<file path="config.mk">
export PLATFORM = sky130hd
export DESIGN_NAME = printer_fifo
export DESIGN_NICKNAME = d
export VERILOG_FILES = /design/src/rtl/printer_fifo.sv
export SDC_FILE = /design/constraint.sdc
export NUM_CORES = 1
export LEC_CHECK = 0
export BUFFER_PORTS_ARGS = -buffer_cell sky130_fd_sc_hd__buf_2
export CORE_UTILIZATION = 55
export CTS_BUF_LIST = sky130_fd_sc_hd__clkbuf_4 sky130_fd_sc_hd__clkbuf_8
export DETAILED_ROUTE_END_ITERATION = 10
export GPL_TIMING_DRIVEN = 0
export PLACE_DENSITY_LB_ADDON = 0.2
export REMOVE_ABC_BUFFERS = 1
export SYNTH_ARGS = -nofsm -noshare
export SYNTH_HDL_FRONTEND = slang
export SYNTH_SLANG_ARGS = --single-unit
</file>
<file path="constraint.sdc">
create_clock -name clk -period 6.7 [get_ports clk]
set_clock_uncertainty 0.1 [all_clocks]
set_input_delay 2.01 -clock clk [delete_from_list [all_inputs] [get_ports clk]]
set_output_delay 2.01 -clock clk [all_outputs]
set_load 0.05 [all_outputs]
</file>
<file path="src/rtl/printer_fifo.sv">
// Byte FIFO between the Z80 printer port (OUT/IN 0xF8) and the ESP SPI drain path.
// Raises data_ready once enough bytes are queued or the host has gone quiet.
module printer_fifo #(
  parameter int DEPTH     = 16,
  parameter int THRESHOLD = 8,
  parameter int TIMEOUT   = 84000
) (
  input  logic                     clk,
  input  logic                     srst,
  input  logic                     wr_strobe,
  input  logic [7:0]               wr_data,
  input  logic                     rd_strobe,
  output logic [7:0]               rd_data,
  output logic [$clog2(DEPTH):0]   count,
  output logic                     empty,
  output logic                     full,
  output logic [7:0]               status,
  output logic                     data_ready,
  output logic                     overflow,
  input  logic                     clr_overflow
);

  localparam int AW = $clog2(DEPTH);
  localparam int CW = AW + 1;
  localparam int TW = (TIMEOUT < 1) ? 1 : $clog2(TIMEOUT + 1);
  localparam logic [TW-1:0] TIMEOUT_V = TW'(TIMEOUT);
  localparam logic [CW-1:0] THRESH_V  = CW'(THRESHOLD);
  localparam logic [CW-1:0] DEPTH_V   = CW'(DEPTH);

  typedef enum logic [1:0] {
    ST_IDLE  = 2'd0,
    ST_FILL  = 2'd1,
    ST_READY = 2'd2
  } state_t;

  logic [7:0]    mem_r [DEPTH];
  logic [AW-1:0] wr_ptr_r;
  logic [AW-1:0] rd_ptr_r;
  state_t        state_r;
  state_t        state_s;
  logic [TW-1:0] timer_r;
  logic [TW-1:0] timer_s;
  logic          push_s;
  logic          pop_s;
  logic          drop_s;
  logic [CW-1:0] count_s;

  // Accept/drop decision; a pop in the same cycle frees the slot a full FIFO needs
  always_comb begin
    push_s  = 1'b0;
    drop_s  = 1'b0;
    pop_s   = rd_strobe & ~empty;
    if (wr_strobe) begin
      if (!full || rd_strobe) begin
        push_s = 1'b1;
      end else begin
        drop_s = 1'b1;
      end
    end else begin
      push_s = 1'b0;
      drop_s = 1'b0;
    end
    count_s = count + CW'(push_s) - CW'(pop_s);
  end

  // Storage array; contents are not reset, the pointers define validity
  always_ff @(posedge clk) begin
    if (!srst && push_s) begin
      mem_r[wr_ptr_r] <= wr_data;
    end
  end

  // Pointers, fill level, read data and sticky overflow
  always_ff @(posedge clk) begin
    if (srst) begin
      wr_ptr_r <= '0;
      rd_ptr_r <= '0;
      count    <= '0;
      empty    <= 1'b1;
      full     <= 1'b0;
      rd_data  <= 8'h00;
      overflow <= 1'b0;
    end else begin
      if (push_s) wr_ptr_r <= wr_ptr_r + AW'(1);
      if (pop_s)  rd_ptr_r <= rd_ptr_r + AW'(1);
      count <= count_s;
      empty <= (count_s == CW'(0));
      full  <= (count_s == DEPTH_V);
      if (rd_strobe) rd_data <= empty ? 8'h00 : mem_r[rd_ptr_r];
      if (drop_s) begin
        overflow <= 1'b1;
      end else if (clr_overflow) begin
        overflow <= 1'b0;
      end
    end
  end

  // Drain-request next state and idle timer
  always_comb begin
    state_s = state_r;
    timer_s = timer_r;
    case (state_r)
      ST_IDLE: begin
        if (push_s) begin
          state_s = ST_FILL;
          timer_s = TIMEOUT_V;
        end else begin
          state_s = ST_IDLE;
          timer_s = '0;
        end
      end
      ST_FILL: begin
        if (push_s) begin
          timer_s = TIMEOUT_V;
        end else if (timer_r != '0) begin
          timer_s = timer_r - TW'(1);
        end else begin
          timer_s = '0;
        end
        if (count_s == CW'(0)) begin
          state_s = ST_IDLE;
        end else if (count_s >= THRESH_V || timer_r == '0) begin
          state_s = ST_READY;
        end else begin
          state_s = ST_FILL;
        end
      end
      ST_READY: begin
        timer_s = '0;
        if (count_s == CW'(0)) begin
          state_s = ST_IDLE;
        end else begin
          state_s = ST_READY;
        end
      end
      default: begin
        state_s = ST_IDLE;
        timer_s = '0;
      end
    endcase
  end

  // Drain-request state register; data_ready tracks the state being entered
  always_ff @(posedge clk) begin
    if (srst) begin
      state_r    <= ST_IDLE;
      timer_r    <= '0;
      data_ready <= 1'b0;
    end else begin
      state_r    <= state_s;
      timer_r    <= timer_s;
      data_ready <= (state_s == ST_READY);
    end
  end

  assign status = {full, 1'b0, 1'b1, 1'b1, 4'b0000};

endmodule

</file>
---- Word level (Yosys, flattened, before mapping) ----
Memory sizes are Yosys's and may differ from the RTL's. A register that Yosys moved wholly into a read port is not among the register bits.
Cells that the tools add are included.
storage, ports and cells
  flip-flop bits (word level) ............. 44
  bits in writable memories ............... 128
  input port bits ......................... 13
  output and inout bits ................... 25
  memories ................................ 1
memories
  name   words  width  rd ports  clocked after memory_dff  write ports  line  RTL
  mem_r  16     8      1         1                         1            36    logic [7:0] mem_r [DEPTH];
operators by class
  add/sub/neg operators ................... 5
  order comparisons ....................... 1
  eq/ne operators ......................... 4
  multiplexer cells ....................... 20
  bitwise operators ....................... 2
  reductions and logical operators ........ 10
operators with widths
  kind                                                 count
  two-way mux 17 bit                                   3
  one-hot mux 17 bit (2 select lines)                  1
  zero test 17 bit                                     1
  nonzero test 17 bit                                  1
  subtractor 17 x 1 -> 17 bit, second input constant   1
  two-way mux 1 bit                                    9
  adder 4 x 1 -> 4 bit, second input constant          2
  two-way mux 4 bit                                    2
  two-way mux 8 bit                                    1
  two-way mux 2 bit                                    3
  one-hot mux 2 bit (3 select lines)                   1
  adder 5 x 1 -> 5 bit                                 1
  equality test 5 bit, second input constant           1
  >= comparator 5 x 4 -> 1 bit, second input constant  1
  zero test 5 bit                                      1
  subtractor 5 x 1 -> 5 bit                            1
  equality test 2 bit, second input constant           2
  equality test 2 x 1 -> 1 bit, second input constant  1
  zero test 1 bit                                      2
  zero test 2 bit                                      1
  logical OR 1 bit                                     2
  nonzero test 2 bit                                   1
  bitwise AND 1 bit                                    1
  logical AND 1 bit                                    1
  inverter 1 bit                                       1

---- Logic depth before layout (Yosys ltp) ----
  depth after elaboration ................. 12
  depth in mapped cells ................... 14
  mapped depth without buffers ............ 13

---- Worst setup path after synthesis ----
OpenSTA, ideal clock, no wires.
  path type ............................... input -> register
  from .................................... in rd_strobe
  to ...................................... reg data_ready
  setup time .............................. 0.080 ns
  arrival time ............................ 4.394 ns
  data required time ...................... 6.520 ns
  path slack .............................. 2.127 ns
  cell stages on the path ................. 14
  path buffers ............................ 1
  cell sequence ........................... nand2b_1 -> and2_1 -> clkbuf_1 -> clkinv_1 -> ha_1 -> inv_1 -> ha_1 -> inv_1 -> fa_1 -> nand2b_1 -> a21oi_1 -> xnor2_1 -> a31o_2 -> nor3b_1
between the ends
  word-level cells in the longest chain between the ends .. 11
  elaborated cells on any way between the ends .. 15
RTL lines
  what                                    line  RTL
  start, declared                         12    input logic rd_strobe,
  logical OR 1 bit                        54    if (!full || rd_strobe) begin
  two-way mux 1 bit                       54
  two-way mux 1 bit                       53    if (wr_strobe) begin
  adder 5 x 1 -> 5 bit                    63    count_s = count + CW'(push_s) - CW'(pop_s);
  subtractor 5 x 1 -> 5 bit               63
  >= comparator 5 x 4 -> 1 bit            122   end else if (count_s >= THRESH_V || timer_r == '0) begin
  logical OR 1 bit                        122
  two-way mux 2 bit                       122
  two-way mux 2 bit                       120   if (count_s == CW'(0)) begin
  one-hot mux 2 bit (3 select lines) (*)  102   case (state_r)
  equality test 2 bit (*)                 152   data_ready <= (state_s == ST_READY);
  end signal, assigned                    152
  end, declared                           18    output logic data_ready,
Every way passes the cells marked *; elsewhere a longest branch is shown, timed or not.
A chain may end at the register's enable or synchronous reset.

---- Final worst setup path ----
  from .................................... in rd_strobe
  to ...................................... reg state_r[0]
between the ends
  word-level cells in the longest chain between the ends .. 10
  elaborated cells on any way between the ends .. 13
RTL lines
  what                                    line  RTL
  logical OR 1 bit                        54
  two-way mux 1 bit                       54
  two-way mux 1 bit                       53
  adder 5 x 1 -> 5 bit                    63
  subtractor 5 x 1 -> 5 bit               63
  >= comparator 5 x 4 -> 1 bit            122
  logical OR 1 bit                        122
  two-way mux 2 bit                       122
  two-way mux 2 bit                       120
  one-hot mux 2 bit (3 select lines) (*)  102
  end signal, assigned                    150   state_r <= state_s;
  end, declared                           39    state_t state_r;
Marked as above.

==> summary.txt <==
Synthesis
  • Mapped Cells: 470
  • Top FF cell, synth: edfxtp_1
  • Yosys warnings: 0
  • Sequential area share after synthesis: between 60% and 70%
  • Netlist cell types: 50
  • Seq cells post-synth: between 150 and 200
  • Post-synth EDFFs: between 100 and 150
  • Syn_area_per_cell: 15.1 sq um
  • Mapped Area: slightly above 7000 sq um
  • Ys async rst share: 0%

Route
  • Total vias in the final route: around 3,800
  • Final ANT Viol Nets: 0
  • Drt total wl: roughly 12,000 microns
  • 1st-iter DRT viols: approximately 210
  • DR vias/cell: roughly 5.6
  • Drt drc: 0
  • Wire per inst: around 18 microns
  • First-pass iteration count of the detailed router: 5

Clock network
  • H-tree depth: 4
  • CTS clk-pin slew, worst paths: approximately 90 ps
  • Total CTS buffers: 17
  • # Post-CTS Setup Buffers: 0
  • Worst-skew pair later-pin latency: approximately 450 ps
  • CTS Buffer Depth: 2
  • Clock Tree Root: clkbuf_8
  • CTS resizes: 0
  • Hold Buf Count CTS: 0
  • CTS tree: done
  • CTS Sinks: 176

Timing
  • Setup violations, final: 0
  • Setup WS post-layout: about 2200 ps
  • Final hold violation count: 0
  • Setup tns final: 0 ps
  • Max Slew Vio Count: 0
  • Post-route minimum period: roughly 4500 ps
  • RSZ-0062 raised after global routing: false
  • Relative slew margins: a little under a quarter
  • Max Fclk: about 220 MHz
  • Min Hold Slack: roughly 370 ps
  • Period utilization: between 60% and 70%
  • Least-Margin Pin Slew: 1160 ps

Placed design
  • GPL Wtd Cong: ~0.75
  • # port buffers: 30
  • HPWL Detailed: ~7700 microns
  • Setup WS pre-CTS: 1690 ps
  • DP Area: around 7400 sq um

Final layout
  • Diode count: 0
  • Final Net Count: about 520
  • Share of cells above drive strength 1: ~22%
  • P&R area growth vs syn: 10.6%
  • Cell area after layout: a little under 8000 sq um

Power
  • Leakage: 2.72 nW
  • Worst VDD drop: around 0.00027 V
  • Pwr/cell area: around 360 nW/um^2

GRT
  • Vias in the first global route: 3,923
  • Total congestion overflow: 0
  • GRT Util Overall: around a fifth
  • Global-route wire length before repair: around 20,000 microns
  • Largest net degree at the start of global routing: 47
  • Initial antenna violation count: 0

Floorplanning
  • I/O pin count: 38
  • Rows: ~40
  • Placeable Area: 12,600 sq um
  • Die Height: between 100 and 150 microns
  • Initial core utilization: 56.2%
  • Die Area: ~13,000 sq um
  • Die W: between 100 and 150 microns

Setup path
  • Crit path kind: in2reg
  • Critical path endpoint category: flip-flop
  • CP Max Fanout: 9
  • Cells on worst reg2reg path: 13
  • Worst EP arrival: between 4000 and 5000 ps
  • Req. time, crit path: 6970 ps
  • Setup crit start kind: primary input

Run
  • Max-Cap Viols: 0

Min path
  • Hold crit path type: reg2reg
  • Worst Hold Depth: 1

Status
  • Status: complete, no violations
-- placed cells by master (no fill, tap or decap), types with 3 or more instances in the layout --
master / instances
buf_2: 30
dfxtp_1: 46
o31ai_1: 3
o21bai_1: 7
nor3_1: 12
o21ai_0: 8
bufinv_16: 6
o22ai_1: 7
conb_1: 7
nor4_1: 3
nor2_1: 37
xnor2_1: 12
nand2_1: 12
xor2_1: 10
mux4_2: 18
clkbuf_8: 18
mux2_2: 22
and3_1: 10
and2_1: 5
nor3b_1: 6
a21oi_1: 15
inv_1: 12
a221o_1: 7
mux2i_1: 15
nand2b_1: 4
or3_1: 3
edfxtp_1: 128
ha_1: 11
-- per-layer routing --
layer | vias up | global-route usage [%] | share of wire, %
met3 | 18 | 5.39 | 4.7
met1 | 1897 | 25.0 | 43
met4 | 0 | 10.2 | 1.4
met5 | - | 0 | 0
li1 | 1825 | - | -
met2 | 92 | 35.3 | 51
-- final cells by class --
| cell class | count | area [sq um] |
|---|---|---|
| Sequential cell | 176 | 4810 |
| Fill cell | 975 | 4770 |
| Multi-Input combinational cell | 259 | 2130 |
| Clock buffer | 19 | 255 |
| Clock inverter | 13 | 233 |
| Tap cell | 172 | 215 |
| Timing Repair Buffer | 31 | 158 |
| Inverter | 13 | 48.8 |
-- per-stage QoR --
step / std cells / util, % / total power [mW]
floorplan: 448 / - / 1.81
global placement: 650 / 58.1 / 1.94
detailed placement: 651 / 58.3 / 1.95
CTS: 683 / 62.2 / 2.81
global route: 683 / 62.2 / 2.92
finish: 683 / 62.2 / 2.79
-- cell families after synthesis --
| logic type | Yosys count | share of synthesized area, % |
|---|---|---|
| flops | 176 | 67.7 |
| mux | 55 | 11.3 |
| xor+xnor | 22 | 2.72 |
| buf+inv | 40 | 2.70 |
| compound gates | 57 | 5.41 |
| fa+ha+maj | 12 | 2.22 |
| other cells | 2 | 0.106 |
| simple gates | 106 | 7.81 |
-- cell usage after synthesis (all sizes together) (7+ instances only) --
library cell  number  area share, %
o22ai              7           0.62
mux2i             15            2.1
xor2              10            1.2
nand2             12           0.63
nor3              12           0.85
o21bai             7           0.74
mux2              22            3.5
nor3b              8           0.85
a221o              7           0.99
edfxtp           128             54
o21ai              8           0.56
clkbuf            12           0.63
ha                11            1.9
and3              10           0.88
buf               15            1.4
xnor2             12            1.5
nor2              37            2.0
inv               12           0.63
a21oi             15            1.1
dfxtp             48             14
mux4              18            5.7
-- power by group --
group / internal (mW) / switching (mW)
logic: 0.256 / 0.353
registers: 1.23 / 0.0883
clock network: 0.498 / 0.371
-- path summary, 6_finish.rpt --
check                   from    endpoint  slack (ps)
hold reg to reg   timer_r[0]  timer_r[0]         370
hold / removal    timer_r[0]  timer_r[0]         370
setup reg to reg        full  state_r[0]        3540
setup / recovery   rd_strobe  state_r[0]        2180
-- flip-flops by register name, summed over array words and instances, names as in the netlist, 2 cells and up, named ones only --
| signal | count |
|---|---|
| state_r | 2 |
| count | 5 |
| mem_r | 128 |
| timer_r | 17 |
| wr_ptr_r | 4 |
| rd_data | 8 |
| rd_ptr_r | 4 |
-- worst max-delay path, stage by stage --
cell,delay [ps]
buf_2,110
nand2b_1,100
and2_1,280
clkinv_1,320
ha_1,370
inv_1,60
ha_1,150
inv_1,50
fa_1,400
xor2_1,170
and3b_1,200
a211oi_1,230
nand3_1,120
a211oi_1,220
No activity file was read; power rests on OpenSTA's default activity.
